==> config.mk <==
export PLATFORM = sky130hd
export DESIGN_NAME = mem_load_queue
export DESIGN_NICKNAME = d
export VERILOG_FILES = /design/src/rtl/mem_load_queue.sv
export SDC_FILE = /design/constraint.sdc
export NUM_CORES = 2
export LEC_CHECK = 0
export BUFFER_PORTS_ARGS = -buffer_cell sky130_fd_sc_hd__buf_2
export CAP_MARGIN = 20
export CORE_UTILIZATION = 25
export DETAILED_ROUTE_END_ITERATION = 8
export PLACE_DENSITY = 0.36
export SLEW_MARGIN = 20
export SYNTH_ARGS = -nofsm -noshare
export SYNTH_HDL_FRONTEND = slang
export SYNTH_SLANG_ARGS = --single-unit
==> constraint.sdc <==
create_clock -name clk -period 35.3 [get_ports clk]
set_input_delay 3.53 -clock clk [delete_from_list [all_inputs] [get_ports clk]]
set_output_delay 3.53 -clock clk [all_outputs]
set_load 0.02 [all_outputs]
==> src/rtl/mem_load_queue.sv <==
`default_nettype none
// ==========================================================================
// mem_load_queue: DEPTH-entry in-order MEM stage between EX and WB with load
// alignment/extension and flush-safe data_ok discard. Option macro:
// MEM_LOAD_QUEUE_BYPASS_EN (same-cycle pass-through).  Revision: 1.0
// ==========================================================================
module mem_load_queue #(
  parameter int DEPTH     = 4,
  parameter int DATA_W    = 32,
  parameter int PAYLOAD_W = 118
) (
  input  logic                        clk,
  input  logic                        reset,
  input  logic                        in_valid,
  output logic                        in_ready,
  input  logic                        in_wait_data,
  input  logic [2:0]                  in_ld_op,
  input  logic [$clog2(DATA_W/8)-1:0] in_offset,
  input  logic                        in_res_from_mem,
  input  logic                        in_rf_we,
  input  logic [4:0]                  in_rf_waddr,
  input  logic [DATA_W-1:0]           in_result,
  input  logic [PAYLOAD_W-1:0]        in_payload,
  input  logic                        data_ok,
  input  logic [DATA_W-1:0]           rdata,
  input  logic                        flush,
  output logic                        out_valid,
  input  logic                        out_ready,
  output logic                        out_rf_we,
  output logic [4:0]                  out_rf_waddr,
  output logic [DATA_W-1:0]           out_rf_wdata,
  output logic [DATA_W-1:0]           out_result,
  output logic [PAYLOAD_W-1:0]        out_payload,
  output logic                        fwd_load_busy,
  output logic [$clog2(DEPTH):0]      count,
  output logic [$clog2(DEPTH):0]      cancel_cnt
);

  localparam int AW = $clog2(DEPTH);
  localparam int CW = AW + 1;
  localparam int OW = $clog2(DATA_W/8);

  logic [DEPTH-1:0]     valid_q, valid_d;
  logic [DEPTH-1:0]     wait_q, wait_d;
  logic [DEPTH-1:0]     filled_q, filled_d;
  logic [DEPTH-1:0]     rfm_q, rfm_d;
  logic [DEPTH-1:0]     rf_we_q, rf_we_d;
  logic [2:0]           ld_op_q    [DEPTH];
  logic [2:0]           ld_op_d    [DEPTH];
  logic [OW-1:0]        offset_q   [DEPTH];
  logic [OW-1:0]        offset_d   [DEPTH];
  logic [4:0]           rf_waddr_q [DEPTH];
  logic [4:0]           rf_waddr_d [DEPTH];
  logic [DATA_W-1:0]    result_q   [DEPTH];
  logic [DATA_W-1:0]    result_d   [DEPTH];
  logic [DATA_W-1:0]    data_q     [DEPTH];
  logic [DATA_W-1:0]    data_d     [DEPTH];
  logic [PAYLOAD_W-1:0] payload_q  [DEPTH];
  logic [PAYLOAD_W-1:0] payload_d  [DEPTH];
  logic [AW-1:0]        head_q, head_d;
  logic [AW-1:0]        tail_q, tail_d;
  logic [CW-1:0]        count_q, count_d;
  logic [CW-1:0]        cancel_q, cancel_d;

  logic [DEPTH-1:0]     unfilled;
  logic [CW-1:0]        u_cnt;
  logic                 fill_hit;
  logic [AW-1:0]        fill_idx;
  logic [AW-1:0]        scan_idx;
  logic                 full;
  logic                 q_out_valid;
  logic                 byp_hit;
  logic                 byp_take;
  logic                 enq;
  logic                 pop;
  logic                 ok_cancel;
  logic                 ok_fill_old;
  logic                 ok_fill_new;
  logic                 flush_dec;
  logic                 head_live;

  function automatic logic [DATA_W-1:0] load_ext(
    input logic [DATA_W-1:0] data,
    input logic [2:0]        op,
    input logic [OW-1:0]     off
  );
    logic [DATA_W-1:0] sh;
    sh = data >> {off, 3'b000};
    case (op)
      3'b000:  load_ext = DATA_W'(signed'(sh[7:0]));
      3'b001:  load_ext = DATA_W'(sh[7:0]);
      3'b010:  load_ext = DATA_W'(signed'(sh[15:0]));
      3'b011:  load_ext = DATA_W'(sh[15:0]);
      3'b100:  load_ext = DATA_W'(signed'(sh[31:0]));
      3'b101:  load_ext = DATA_W'(sh[31:0]);
      default: load_ext = sh;
    endcase
  endfunction

  assign unfilled      = valid_q & wait_q & ~filled_q;
  assign fwd_load_busy = |(valid_q & rfm_q & ~filled_q);
  assign full          = (count_q == CW'(DEPTH));
  assign in_ready      = ~full & ~flush;
  assign q_out_valid   = valid_q[head_q] & filled_q[head_q] & ~flush;
  assign count         = count_q;
  assign cancel_cnt    = cancel_q;

`ifdef MEM_LOAD_QUEUE_BYPASS_EN
  assign byp_hit = ~reset & (count_q == '0) & ~flush & in_valid &
                   (~in_wait_data | (data_ok & (cancel_q == '0)));
`else
  assign byp_hit = 1'b0;
`endif

  assign byp_take    = byp_hit & out_ready;
  assign enq         = in_valid & in_ready & ~byp_take;
  assign pop         = q_out_valid & out_ready;
  assign ok_cancel   = data_ok & (cancel_q != '0);
  assign ok_fill_old = data_ok & ~ok_cancel & fill_hit;
  assign ok_fill_new = data_ok & ~ok_cancel & ~fill_hit & enq & in_wait_data;
  assign flush_dec   = data_ok & ((cancel_q != '0) | (u_cnt != '0));

  // Responses return in request order, so the oldest unfilled waiter owns data_ok.
  always_comb begin
    fill_hit = 1'b0;
    fill_idx = head_q;
    scan_idx = head_q;
    u_cnt    = '0;
    for (int i = 0; i < DEPTH; i++) begin
      u_cnt    = u_cnt + CW'(unfilled[i]);
      scan_idx = head_q + AW'(i);
      if (!fill_hit && unfilled[scan_idx]) begin
        fill_hit = 1'b1;
        fill_idx = scan_idx;
      end
    end
  end

  always_comb begin
    valid_d    = valid_q;
    wait_d     = wait_q;
    filled_d   = filled_q;
    rfm_d      = rfm_q;
    rf_we_d    = rf_we_q;
    ld_op_d    = ld_op_q;
    offset_d   = offset_q;
    rf_waddr_d = rf_waddr_q;
    result_d   = result_q;
    data_d     = data_q;
    payload_d  = payload_q;
    head_d     = head_q;
    tail_d     = tail_q;
    count_d    = count_q;
    cancel_d   = cancel_q;
    if (flush) begin
      // Every response still owed to a dropped load must be swallowed later.
      valid_d  = '0;
      head_d   = '0;
      tail_d   = '0;
      count_d  = '0;
      cancel_d = cancel_q + u_cnt - CW'(flush_dec);
    end else begin
      if (ok_cancel) begin
        cancel_d = cancel_q - CW'(1);
      end
      if (ok_fill_old) begin
        filled_d[fill_idx] = 1'b1;
        data_d[fill_idx]   = rdata;
      end
      if (enq) begin
        valid_d[tail_q]    = 1'b1;
        wait_d[tail_q]     = in_wait_data;
        filled_d[tail_q]   = ~in_wait_data | ok_fill_new;
        rfm_d[tail_q]      = in_res_from_mem;
        rf_we_d[tail_q]    = in_rf_we;
        ld_op_d[tail_q]    = in_ld_op;
        offset_d[tail_q]   = in_offset;
        rf_waddr_d[tail_q] = in_rf_waddr;
        result_d[tail_q]   = in_result;
        payload_d[tail_q]  = in_payload;
        if (ok_fill_new) begin
          data_d[tail_q] = rdata;
        end
        tail_d = tail_q + AW'(1);
      end
      if (pop) begin
        valid_d[head_q] = 1'b0;
        head_d          = head_q + AW'(1);
      end
      count_d = count_q + CW'(enq) - CW'(pop);
    end
  end

  always_ff @(posedge clk or posedge reset) begin
    if (reset) begin
      valid_q  <= '0;
      wait_q   <= '0;
      filled_q <= '0;
      rfm_q    <= '0;
      rf_we_q  <= '0;
      head_q   <= '0;
      tail_q   <= '0;
      count_q  <= '0;
      cancel_q <= '0;
      for (int i = 0; i < DEPTH; i++) begin
        ld_op_q[i]    <= '0;
        offset_q[i]   <= '0;
        rf_waddr_q[i] <= '0;
        result_q[i]   <= '0;
        data_q[i]     <= '0;
        payload_q[i]  <= '0;
      end
    end else begin
      valid_q    <= valid_d;
      wait_q     <= wait_d;
      filled_q   <= filled_d;
      rfm_q      <= rfm_d;
      rf_we_q    <= rf_we_d;
      ld_op_q    <= ld_op_d;
      offset_q   <= offset_d;
      rf_waddr_q <= rf_waddr_d;
      result_q   <= result_d;
      data_q     <= data_d;
      payload_q  <= payload_d;
      head_q     <= head_d;
      tail_q     <= tail_d;
      count_q    <= count_d;
      cancel_q   <= cancel_d;
    end
  end

  // Fields of an empty head read as zero so reset and drained states look clean.
  always_comb begin
    head_live    = valid_q[head_q];
    out_valid    = q_out_valid;
    out_rf_we    = q_out_valid & rf_we_q[head_q];
    out_rf_waddr = head_live ? rf_waddr_q[head_q] : '0;
    out_result   = head_live ? result_q[head_q] : '0;
    out_payload  = head_live ? payload_q[head_q] : '0;
    out_rf_wdata = '0;
    if (head_live) begin
      out_rf_wdata = rfm_q[head_q] ?
                     load_ext(data_q[head_q], ld_op_q[head_q], offset_q[head_q]) :
                     result_q[head_q];
    end
`ifdef MEM_LOAD_QUEUE_BYPASS_EN
    if (byp_hit) begin
      out_valid    = 1'b1;
      out_rf_we    = in_rf_we;
      out_rf_waddr = in_rf_waddr;
      out_result   = in_result;
      out_payload  = in_payload;
      out_rf_wdata = in_res_from_mem ? load_ext(rdata, in_ld_op, in_offset) : in_result;
    end
`endif
  end

endmodule
`default_nettype wire

==> flow_metrics.env <==
export IMPL_status="complete, no violations"
export IMPL_fmax_mhz=112
export IMPL_clk_latency_ns=0.75
export IMPL_finalWirelength_um=164000
export IMPL_post_cts_resized=0
export IMPL_clock_path_buffers=3
export IMPL_synth_adder_area_share_pct=0.664
export IMPL_switchingPower_uw=996
export IMPL_dr_total_vias=34186
export IMPL_muxShareOfSynthArea_pct=11.9
export IMPL_worstSetupPathType="reg2out"
export IMPL_yosysWarnings=0
export IMPL_hold_start="payload_q[105]"
export IMPL_worstHoldPathType="reg2reg"
export IMPL_pre_cts_slack_ns=26.83
export IMPL_place_inst=6764
export IMPL_p_per_area_mw_per_mm2=64.3
export IMPL_initialDrtViolationCount=2491
export IMPL_comb_power_share_pct=21.1
export IMPL_synth_cell_type_count=57
export IMPL_fin_util_pct=29.8
export IMPL_p_int_mw=2.12
export IMPL_crit_required_ns=31.77
export IMPL_power_leakage_nw=22.8
export IMPL_cts_root_buffer="clkbuf_16"
export IMPL_avgViaCountPerCell=4.91
export IMPL_synth_area_mm2=0.0411
export IMPL_final_max_slew_viol_count=0
export IMPL_cp_slowest_stage_delay_ns=0.96
export IMPL_grtUsageTotal_pct=19.6
export IMPL_finalSetupViolCount=0
export IMPL_area_growth_pct=18.1
export IMPL_place_hpwl_um=93400
export IMPL_drive_gt1_share_pct=18.2
export IMPL_antenna_found_initial=71
export IMPL_start_kind="register"
export IMPL_io_buffers=397
export IMPL_detail_route_antenna_nets=0
export IMPL_skew_ns=0.0610
export IMPL_die_area_mm2=0.166
export IMPL_core_rowCount=148
export IMPL_final_setup_tns_ns=0
export IMPL_p_seq_share_pct=43.7
export IMPL_finalPower_mw=3.12
export IMPL_syn_nets=4734
export IMPL_setup_ws_ns=26.36
export IMPL_ys_ff_latch=798
export IMPL_finalCritPeriodShare_pct=25.3
export IMPL_period_needed_ns=8.94
export IMPL_synth_xor_area_share_pct=0.128
export IMPL_final_common_cell="nand2_1"
export IMPL_crit_path_end_kind="output port"
export IMPL_chipWidth_um=407
export IMPL_cts_reportedPaths_clkPinSlew_ns=0.05
export IMPL_drt_pass1_iterations=7
export IMPL_die_h_um=407
export IMPL_synth_top_family_by_area="simple AND/OR/NAND/NOR gates"
export IMPL_postCtsSetupRepairBufs=0
export IMPL_finalHoldViolCount=0
export IMPL_regToRegEndpoint="data_q[68]"
export IMPL_worstPathArrival_ns=5.41
export IMPL_nets=4917
export IMPL_ctsHoldBuffers=0
export IMPL_drc_errors=0
export IMPL_grt_pass1_wl_um=246000
export IMPL_min_to="payload_q[105]"
export IMPL_syn_inst=4513
export IMPL_rsz0062_at_grt="false"
export IMPL_synth_compound_gate_area_share_pct=8.24
export IMPL_ir_worst_vdd_mv=0.0368
export IMPL_synth_edff_count=0
export IMPL_r2r_start="head_q[1]"
export IMPL_final_cell_mix="2085 x nand2_1, 796 x dfrtp_1, 396 x buf_2"
export IMPL_pwr_share_clk_pct=35.3
export IMPL_numCtsBuffers=104
export IMPL_reg2regPathDepth=12
export IMPL_syn_avg_cell_area_um2=9.10
export IMPL_ios=398
export IMPL_first_global_vias=34905
export IMPL_synth_seq_area_share_pct=48.6
export IMPL_final_cells=6965
export IMPL_gr_total_overflow=0
export IMPL_drv_cap=0
export IMPL_yosys_area_share_simple_pct=26.3
export IMPL_coreArea_mm2=0.163
export IMPL_path_cells="buf_4 > mux4_2 > mux2_2 > mux2i_1 > o31ai_2 > a31oi_2 > a2bb2oi_1 > buf_2"
export IMPL_rrSetupSlack_ns=29.16
export IMPL_wl_per_cell_um=23.6
export IMPL_whs_path_depth=2
export IMPL_start_util_pct=25.2
export IMPL_gp_congestion=0.809
export IMPL_cts_tree="yes"
export IMPL_clock_sinks=798
export IMPL_worst_pin_slew_ns=1.11
export IMPL_cts_max_level=3
export IMPL_async_reset_ff_share_pct=100
export IMPL_crit_fanout=39
export IMPL_p_sw_share_pct=32.0
export IMPL_relSlewSlack_pct=25.7
export IMPL_grt_max_degree=153
export IMPL_yosys_most_used_dff="dfrtp_1"
export IMPL_critical_path_slowest_cell="dfrtp_4"
## power groups by stage
stage,clock network (mW),logic [mW],registers (mW)
final,1.10,0.657,1.36
after global routing,1.17,0.747,1.40
after CTS,1.14,0.672,1.36
after detailed placement,0,0.670,1.37
after global placement,0,0.660,1.38
after floorplan,0,0.473,1.33
## sequential cells by signal, indices dropped and copies added (netlist names), 3 cells and up
register    count
rfm_q           4
count           3
data_q        128
rf_waddr_q     20
filled_q        4
rf_we_q         4
cancel_cnt      3
ld_op_q        12
offset_q        8
payload_q     472
wait_q          4
valid_q         4
result_q      128
## per-stage QoR
step	area (um^2)	hold WS, ns
after global placement	44900	0.451
after floorplan	41100	0.439
after CTS	48400	0.471
after global routing	48500	0.481
after detailed placement	44900	0.457
final	48500	0.467
## cell usage after synthesis, drive strengths merged, types with 6 or more instances
library cell / count / area (um^2)
dfrtp: 798 / 20000
nand4: 97 / 607
a21oi: 18 / 90.1
inv: 25 / 93.8
mux2i: 19 / 190
buf: 79 / 423
o21ai: 17 / 85.1
o22ai: 6 / 37.5
mux2: 16 / 180
o311ai: 64 / 561
a2bb2oi: 21 / 184
xnor2: 6 / 52.6
a31oi: 67 / 419
o211ai: 65 / 488
ha: 17 / 213
a22oi: 64 / 480
o41ai: 64 / 561
nand2: 2091 / 7850
nor2: 29 / 109
nand3: 165 / 826
nor2b: 37 / 231
o31a: 32 / 280
clkbuf: 306 / 1150
and2: 158 / 988
mux4: 201 / 4530
## critical path, delay by kind of cell, from the launching register on
family,cells,cell delay (ns)
compound gates,3,1.23
buf+inv,2,0.76
flops,1,0.96
mux,3,1.70
## layout make-up
| class | count | area, um^2 |
|---|---|---|
| flip-flops and latches | 798 | 20000 |
| clock buffers | 156 | 3010 |
| repair buffers | 462 | 2530 |
| clock inverters | 34 | 529 |
| multi-input cells | 3303 | 19600 |
| well taps | 2175 | 2720 |
| fillers | 17253 | 114000 |
| diodes | 10 | 25.0 |
| inverters | 27 | 109 |
## routing by layer
| layer | vias up | global-route usage, % | part of all wire [%] |
|---|---|---|---|
| li1 | 15734 | - | - |
| met4 | 58 | 5.09 | 2.6 |
| met2 | 950 | 31.9 | 47 |
| met3 | 275 | 5.49 | 6.8 |
| met1 | 17169 | 25.4 | 43 |
| met5 | - | 0 | 0.22 |
## logic make-up after synthesis
group                    after synthesis
AND/OR/NAND/NOR                     2601
flip-flops                           798
AO/OA/AOI/OAI                        440
buffers and inverters                412
multiplexers                         236
adder cells (fa/ha/maj)               20
XOR/XNOR                               6
## worst max-delay path by stage
stage                    from  depth (start not counted)                to
floorplan               reset                          1     cancel_cnt[0]
global placement        flush                          6         out_rf_we
detailed placement  head_q[0]                          7   out_rf_wdata[9]
CTS                 head_q[0]                          7   out_rf_wdata[9]
global route        head_q[0]                          7  out_rf_wdata[31]
finish              head_q[0]                          8  out_rf_wdata[31]
(Power assumes the default switching activity.)
